--- src/rtl/cpm_fifo_pack.sv ---
// rtl/cpm_fifo_pack.sv - narrow-in / wide-out packing FIFO; CPM_FIFO_PACK_ERR_EN adds ovf_cnt/udf_cnt error counters
module cpm_fifo_pack #(
  parameter int IN_WIDTH   = 16,
  parameter int RATIO      = 4,
  parameter int OUT_WIDTH  = IN_WIDTH * RATIO,
  parameter int ADDR_WIDTH = 4,
  parameter int RAM_DEPTH  = 1 << ADDR_WIDTH,
  parameter int REG_OUT    = 0,
  parameter int AF_THRESH  = RAM_DEPTH - 2,
  parameter int AE_THRESH  = 1
) (
  input  logic                       clk,
  input  logic                       rst_n,
  input  logic                       Reset,
  input  logic                       push,
  input  logic [IN_WIDTH-1:0]        data_in,
  input  logic                       flush,
  input  logic                       pop,
  output logic [OUT_WIDTH-1:0]       data_out,
  output logic                       empty,
  output logic                       full,
  output logic                       almost_full,
  output logic                       almost_empty,
  output logic [ADDR_WIDTH:0]        fifo_count,
  output logic [ADDR_WIDTH:0]        fifo_count_empty,
  output logic [$clog2(RATIO)-1:0]   pack_cnt
`ifdef CPM_FIFO_PACK_ERR_EN
  ,
  output logic [7:0]                 ovf_cnt,
  output logic [7:0]                 udf_cnt
`endif
);

  localparam int PCW      = $clog2(RATIO);
  localparam int CW       = ADDR_WIDTH + 1;
  localparam int RATIO_M1 = RATIO - 1;

  localparam logic [PCW-1:0] LAST_LANE = RATIO_M1[PCW-1:0];
  localparam logic [CW-1:0]  DEPTH_C   = RAM_DEPTH[CW-1:0];
  localparam logic [CW-1:0]  AF_C      = AF_THRESH[CW-1:0];
  localparam logic [CW-1:0]  AE_C      = AE_THRESH[CW-1:0];

  // Pack register: lane 0 holds the first pushed word of the pending output word.
  logic [RATIO-1:0][IN_WIDTH-1:0] pack_reg;
  logic [RATIO-1:0][IN_WIDTH-1:0] wr_word;

  logic [OUT_WIDTH-1:0]  mem [RAM_DEPTH];
  logic [ADDR_WIDTH-1:0] wr_ptr;
  logic [ADDR_WIDTH-1:0] rd_ptr;
  logic [CW-1:0]         count_q;
  logic [CW-1:0]         count_empty_q;

  logic push_acc;
  logic pop_acc;
  logic word_done;
  logic pend_nz;
  logic flush_acc;
  logic commit;

  // Flags come straight from the registered counts.
  assign empty        = (count_q == '0);
  assign full         = (count_q == DEPTH_C) && (pack_cnt == LAST_LANE);
  assign almost_full  = (count_q >= AF_C);
  assign almost_empty = (count_q <= AE_C);

  assign fifo_count       = count_q;
  assign fifo_count_empty = count_empty_q;

  // Acceptance decisions; a flush only matters if a partial word remains after this cycle's push.
  always_comb begin
    push_acc  = push && !full;
    pop_acc   = pop && !empty;
    word_done = push_acc && (pack_cnt == LAST_LANE);
    pend_nz   = push_acc || (pack_cnt != '0);
    flush_acc = flush && !word_done && pend_nz && (count_q != DEPTH_C);
    commit    = word_done || flush_acc;
  end

  // Word written to storage: the register plus this cycle's pushed lane; unfilled lanes are already zero.
  always_comb begin
    wr_word = pack_reg;
    if (push_acc) begin
      wr_word[pack_cnt] = data_in;
    end
  end

  // Pack register and lane counter; both return to zero whenever a word is committed.
  always_ff @(posedge clk or negedge rst_n) begin
    if (!rst_n) begin
      pack_reg <= '0;
      pack_cnt <= '0;
    end else if (Reset) begin
      pack_reg <= '0;
      pack_cnt <= '0;
    end else if (commit) begin
      pack_reg <= '0;
      pack_cnt <= '0;
    end else if (push_acc) begin
      pack_reg[pack_cnt] <= data_in;
      pack_cnt           <= pack_cnt + PCW'(1);
    end
  end

  // Storage array; only the hard reset clears it, the soft clear leaves contents intact.
  always_ff @(posedge clk or negedge rst_n) begin
    if (!rst_n) begin
      for (int i = 0; i < RAM_DEPTH; i++) begin
        mem[i] <= '0;
      end
    end else if (!Reset && commit) begin
      mem[wr_ptr] <= wr_word;
    end
  end

  // Pointers and occupancy counters.
  always_ff @(posedge clk or negedge rst_n) begin
    if (!rst_n) begin
      wr_ptr        <= '0;
      rd_ptr        <= '0;
      count_q       <= '0;
      count_empty_q <= DEPTH_C;
    end else if (Reset) begin
      wr_ptr        <= '0;
      rd_ptr        <= '0;
      count_q       <= '0;
      count_empty_q <= DEPTH_C;
    end else begin
      if (commit) begin
        wr_ptr <= wr_ptr + ADDR_WIDTH'(1);
      end
      if (pop_acc) begin
        rd_ptr <= rd_ptr + ADDR_WIDTH'(1);
      end
      case ({commit, pop_acc})
        2'b10: begin
          count_q       <= count_q + CW'(1);
          count_empty_q <= count_empty_q - CW'(1);
        end
        2'b01: begin
          count_q       <= count_q - CW'(1);
          count_empty_q <= count_empty_q + CW'(1);
        end
        default: begin
          count_q       <= count_q;
          count_empty_q <= count_empty_q;
        end
      endcase
    end
  end

  generate
    if (REG_OUT != 0) begin : g_reg_out
      logic [OUT_WIDTH-1:0] data_q;

      // Registered output: captures the head word on each accepted pop, otherwise holds.
      always_ff @(posedge clk or negedge rst_n) begin
        if (!rst_n) begin
          data_q <= '0;
        end else if (Reset) begin
          data_q <= '0;
        end else if (pop_acc) begin
          data_q <= mem[rd_ptr];
        end
      end

      assign data_out = data_q;
    end else begin : g_comb_out
      assign data_out = mem[rd_ptr];
    end
  endgenerate

`ifdef CPM_FIFO_PACK_ERR_EN
  // Saturating counters of rejected pushes and pops.
  always_ff @(posedge clk or negedge rst_n) begin
    if (!rst_n) begin
      ovf_cnt <= '0;
      udf_cnt <= '0;
    end else if (Reset) begin
      ovf_cnt <= '0;
      udf_cnt <= '0;
    end else begin
      if (push && full && (ovf_cnt != 8'hFF)) begin
        ovf_cnt <= ovf_cnt + 8'd1;
      end
      if (pop && empty && (udf_cnt != 8'hFF)) begin
        udf_cnt <= udf_cnt + 8'd1;
      end
    end
  end
`endif

endmodule
--- config.mk ---
export PLATFORM = sky130hd
export DESIGN_NAME = cpm_fifo_pack
export DESIGN_NICKNAME = d
export VERILOG_FILES = /design/src/rtl/cpm_fifo_pack.sv
export SDC_FILE = /design/constraint.sdc
export NUM_CORES = 2
export LEC_CHECK = 0
export CORE_MARGIN = 8
export CORE_UTILIZATION = 55
export CTS_CLUSTER_SIZE = 14
export DETAILED_ROUTE_END_ITERATION = 7
export GPL_ROUTABILITY_DRIVEN = 0
export PLACE_DENSITY = 0.72
export SLEW_MARGIN = 20
export SYNTH_ARGS = -nofsm -noshare
export SYNTH_HDL_FRONTEND = slang
export SYNTH_SLANG_ARGS = --single-unit
--- constraint.sdc ---
create_clock -name clk -period 3.1 [get_ports clk]
set_input_delay 0.62 -clock clk [delete_from_list [all_inputs] [get_ports clk]]
set_output_delay 0.62 -clock clk [all_outputs]
set_load 0.02 [all_outputs]
* After elaboration in Yosys (flattened, before gate mapping)
Index checks and enable logic that the tools add are counted.
** Word-level totals
- Register bits after elaboration :: 1108
- Input bits :: 22
** Operators by class
- Order comparisons :: 7
- Equality and inequality tests :: 5
- Bitwise logic cells :: 2
- Reduce and logical (&&, ||, !) cells :: 22
- Multiplexer cells :: 23
- Add/subtract/negate cells :: 7
** Operators by type and width (count)
- $bwmux 1024 :: 1
- $mux 64 :: 6
- $bmux 64 s4 :: 1
- $demux 64 s4 :: 1
- $bwmux 64 :: 1
- $demux 16 s2 :: 1
- $pmux 5 s2 :: 2
- $mux 16 :: 1
- $mux 4 :: 4
- $add 5x1->5 const B :: 2
- $ge 5x5->1 const B :: 2
- $logic_and 1x1->1 :: 10
- $mux 5 :: 2
- $not 4->5 :: 2
- $sub 5x1->5 const B :: 2
- $add 4x1->4 const B :: 2
- $mux 2 :: 3
- $reduce_bool 2->1 :: 3
- $reduce_bool 3->1 :: 2
- $eq 5x5->1 const B :: 1
- $ge 5x4->1 const B :: 1
- $le 5x1->1 const B :: 1
- $logic_not 5->1 :: 1
- $lt 5x1->1 const B :: 1
- 8 further kinds :: 13

* Logic depth before layout (Yosys ltp)
- Depth in word-level cells :: 13
- Mapped depth :: 12

* Worst setup path after synthesis
No wires, ideal clock.
- Path type :: reg2reg
- Start :: register count_q[1], in the netlist fifo_count[1]
- End :: register count_empty_q[4], in the netlist fifo_count_empty[4]
- Arrival time :: 2.696 ns
- Stages on the path, launching flop included :: 13
- Setup slack :: 0.329 ns
- Buffers on the path :: 1
- Path through :: dfrtp_1 -> inv_1 -> ha_1 -> or4b_1 -> buf_2 -> inv_2 -> nor2_4 -> nand2_1 -> ha_1 -> a21oi_1 -> a211oi_1 -> mux2i_1 -> mux2i_1
** Between the ends
- Elaborated cells on any way between the ends :: 20
- Those cells by class :: eq/ne: 4; mux: 2; reduce/logical: 14
** RTL lines
- start: declaration :: RTL line 50 : logic [CW-1:0] count_q;
- start signal: assignment :: RTL line 136 : count_q <= count_q + CW'(1);
- start signal: assignment :: RTL line 140 : count_q <= count_q - CW'(1);
- start signal: assignment :: RTL line 144 : count_q <= count_q;
- $logic_not 5->1 (*) :: RTL line 61 : assign empty = (count_q == '0);
- named net empty :: RTL line 20 : output logic empty,
- $logic_not 1->1 (*) :: RTL line 72 : pop_acc = pop && !empty;
- $logic_and 1x1->1 (*) :: RTL line 72
- $eq 2x1->1 or $eq 2x2->1 (tied branches) :: RTL line 134 : case ({commit, pop_acc})
- $pmux 5 s2 :: RTL line 134
- $mux 5 :: RTL line 122 : end else if (Reset) begin
- end signal: assignment :: RTL line 137 : count_empty_q <= count_empty_q - CW'(1);
- end signal: assignment :: RTL line 141 : count_empty_q <= count_empty_q + CW'(1);
- end signal: assignment :: RTL line 145 : count_empty_q <= count_empty_q;
- end: declaration :: RTL line 51 : logic [CW-1:0] count_empty_q;
Mark *: on every way through the listed nets, which the timed path passes. The rest lies on a longest branch.
A chain may end at the register's enable or synchronous reset.

* Worst setup path after layout
- Start :: register rd_ptr[0]
- End :: output port data_out[22]
** Between the ends
- Word-level cells in the longest chain between the ends :: 4
** Ends and longest elaborated chain
- start: declaration :: RTL line 49 : logic [ADDR_WIDTH-1:0] rd_ptr;
- start signal: assignment :: RTL line 132 : rd_ptr <= rd_ptr + ADDR_WIDTH'(1);
- $not 4->5 (implied by the code) :: RTL line 168 : assign data_out = mem[rd_ptr];
- $bmux 64 s4 :: RTL line 168
- $mux 64 (implied by the code) (2 in a row) :: RTL line 168
- end: declaration :: RTL line 19 : output logic [OUT_WIDTH-1:0] data_out,
No other way between the ends. The select of a mux whose other input is x is not followed.

==> metrics <==
status finished with violations; failing checks negative setup slack; layout cell share with drive strength beyond 1 around a quarter; unrepaired setup endpoints after global routing yes; deepest clock path buffer count 3; initial antenna violation count 0; cells after synthesis 4161; worst setup margin -0.481 ns; Design Power 45600 uW; largest net degree at the start of global routing 99; headroom to the max-slew limit approximately 41%; DR vias/cell 6.14; Wirelength per Cell between 20 and 25 um; worst hold path class in2async; final std cells w/o fill around 5600; WS Path Type reg2out; Final Hold Viols 0; Async SR Flop Fraction 100%; Post-synth EDFFs 0; nets approximately 4300; clock skew around 0.035 ns; Die X 315 um; Cell Count Post-Placement 5300; worst-margin pin slew approximately 0.88 ns; Fmax roughly 0.28 GHz; Req. time, crit path about 2.5 ns; Syn Area/Cell approximately 12 um2; pins over their slew limit 0; CTS tree yes; final count of negative-setup-slack endpoints 64; Residual DRC 0; register bit count reported by yosys 1108; total congestion overflow 0; GRT Overall Usage a little over a quarter; via count 34100; Post-Syn Area ~50000 um2; drt first-iter violations 3682; Yosys warnings 0; Initial Utilization a little under three fifths; max FFs per register around 1000; HPWL Detailed 80600 um; synth top area cells dfrtp_1, mux4_2, a21oi_1; Arr. time, crit path 2.96 ns; Max Cap Viol 0; VDD IR-drop max 0.000727 V; Final Cycle Share 116%; first-pass GRT wire length 212000 um; share of the synthesized area in the top cell type 56.5%; Worst R2R Setup Slack ~0.4 ns; RR Startpoint fifo_count[0]; Critical Path End Type output port; drt pass-1 iters 5; post-synth cell types 55; sequential-to-total area share from yosys stat between 50% and 60%; number of H-tree levels 3; post-synth top area cell dfrtp_1; clk slew on worst S/H paths 0.06 ns; footprint of the multi-input gates 19500 um2; Startpoint Class register; Leakage 0.0257 uW; CTS Buf Count 110; RR Endpoint fifo_count_empty[4]; core box area 88400 um2; port bufs slightly above 100; worst-case reg-to-reg path depth 11; antenna cells 0; Worst-Skew Late Latency 0.70 ns; Top FF cell, synth dfrtp_1; Reg area 27700 um2; area delta synth->final 19.3%; Final ANT Viol Nets 0; P per Cell Area a little under 800 nW/um2; I/O pin cnt about 100; Routed Wire Length 134000 um; die height 315 um; CTS sink count 1108; Post-Syn Nets 4202; vias in the first global route between 30000 and 40000; die area 99000 um2; Root Buffer clkbuf_16; row count 109; worst-path maximum fanout 7; shortest period the worst path allows roughly 3.6 ns; fill count 6149
[cells in the final DEF, fill, tap and decap left out, types with 14 or more instances in the layout]
cell / instances
a21oi_2: 97
a21oi_1: 936
clkinv_2: 34
mux4_2: 320
buf_8: 15
buf_16: 16
nand2_1: 14
clkbuf_16: 117
bufinv_16: 19
buf_12: 149
nor2_1: 1103
clkdlybuf4s50_1: 34
a211oi_4: 16
buf_6: 62
ha_1: 17
clkbuf_8: 18
dfrtp_1: 1103
buf_4: 123
mux2i_2: 20
mux2i_4: 40
[per-stage QoR]
step                      TNS (ns)  hold slack (ns)  utilization [%]  cell area, um2  worst slack (ns)
final                       -24.79            0.440             66.2           58500            -0.481
after detailed placement     -2.08            0.504             60.5           53500           -0.0983
after global placement       -1.37            0.495             60.5           53500           -0.0893
after global routing        -28.24            0.468             66.2           58500            -0.528
after CTS                   -28.04            0.452             66.0           58300            -0.564
after floorplan                  0            0.324                -           49000             0.329
[critical path, stage by stage (launching register included)]
cell     delay, ns
dfrtp_4       0.54
buf_12        0.18
buf_12        0.13
buf_8         0.12
buf_16        0.14
mux4_2        0.43
mux4_2        0.55
buf_6         0.16
[layer usage]
layer / vias up / track usage [%] / routed length, um
li1: 14900 / - / -
met1: 17700 / 37.8 / 53800
met2: 1324 / 44.0 / 65500
met3: 303 / 4.59 / 10200
met4: 0 / 9.92 / 4690
met5: - / 0 / 0
[synth_stat cells, drive strengths merged, types with 2 or more instances]
master / count
dfrtp: 1107
nor2: 1105
a21oi: 1036
mux4: 320
buf: 254
clkbuf: 134
mux2i: 72
a211oi: 19
ha: 18
nand2: 15
inv: 10
nand4bb: 8
nand3: 7
xnor2: 7
nand4b: 5
or4b: 5
a221oi: 3
and3: 3
mux2: 3
nor2b: 3
o21ai: 3
a21boi: 2
nand2b: 2
nor3: 2
nor4: 2
xor2: 2
[cell families (layout without fill, tap and decap cells)]
| kind of cell | count (synthesis) | count (layout) | share of synthesized area, % |
|---|---|---|---|
| simple gates | 1161 | 1161 | 9.31 |
| xor+xnor | 9 | 9 | 0.199 |
| mux | 395 | 395 | 17.4 |
| buf+inv | 398 | 629 | 4.11 |
| fa+ha+maj | 20 | 20 | 0.523 |
| compound gates | 1070 | 1070 | 11.9 |
| flops | 1108 | 1108 | 56.5 |
[how the worst max path moves through the flow]
stage,from,to,slack [ns],cells past startpoint
after detailed placement,rd_ptr[0],data_out[36],-0.1,5
after global placement,rd_ptr[0],data_out[8],-0.09,5
after floorplan,fifo_count[1],fifo_count_empty[4],0.33,12
after CTS,rd_ptr[0],data_out[44],-0.56,5
after global routing,rd_ptr[0],data_out[16],-0.53,7
final,rd_ptr[0],data_out[22],-0.48,7
[layout make-up]
cell class                 instances  area share [%]
tap                             1165            2.49
clock buffer                     143            5.37
clock inverter                    60            1.46
inverter                          10          0.0641
sequential                      1108            47.4
timing repair buffer             416            9.84
multi-input combinational       2655            33.4
[power by group]
group | leakage [uW] | switching, uW | internal (uW)
clock network | 0.00199 | 5870 | 8730
logic | 0.00868 | 6490 | 7090
registers | 0.0151 | 1130 | 16300
total | 0.0257 | 13500 | 32100
[what timing repair did]
action                                 in CTS  in global routing
setup endpoints to repair                  66                 66
endpoints found under the hold margin      40                  0
pin swaps                                   0                  0
resized for setup                         379                 54
hold buffers                                1                  0
cloned                                     14                  3
setup buffers                              26                 17
Power figures use the tool's default switching activity.
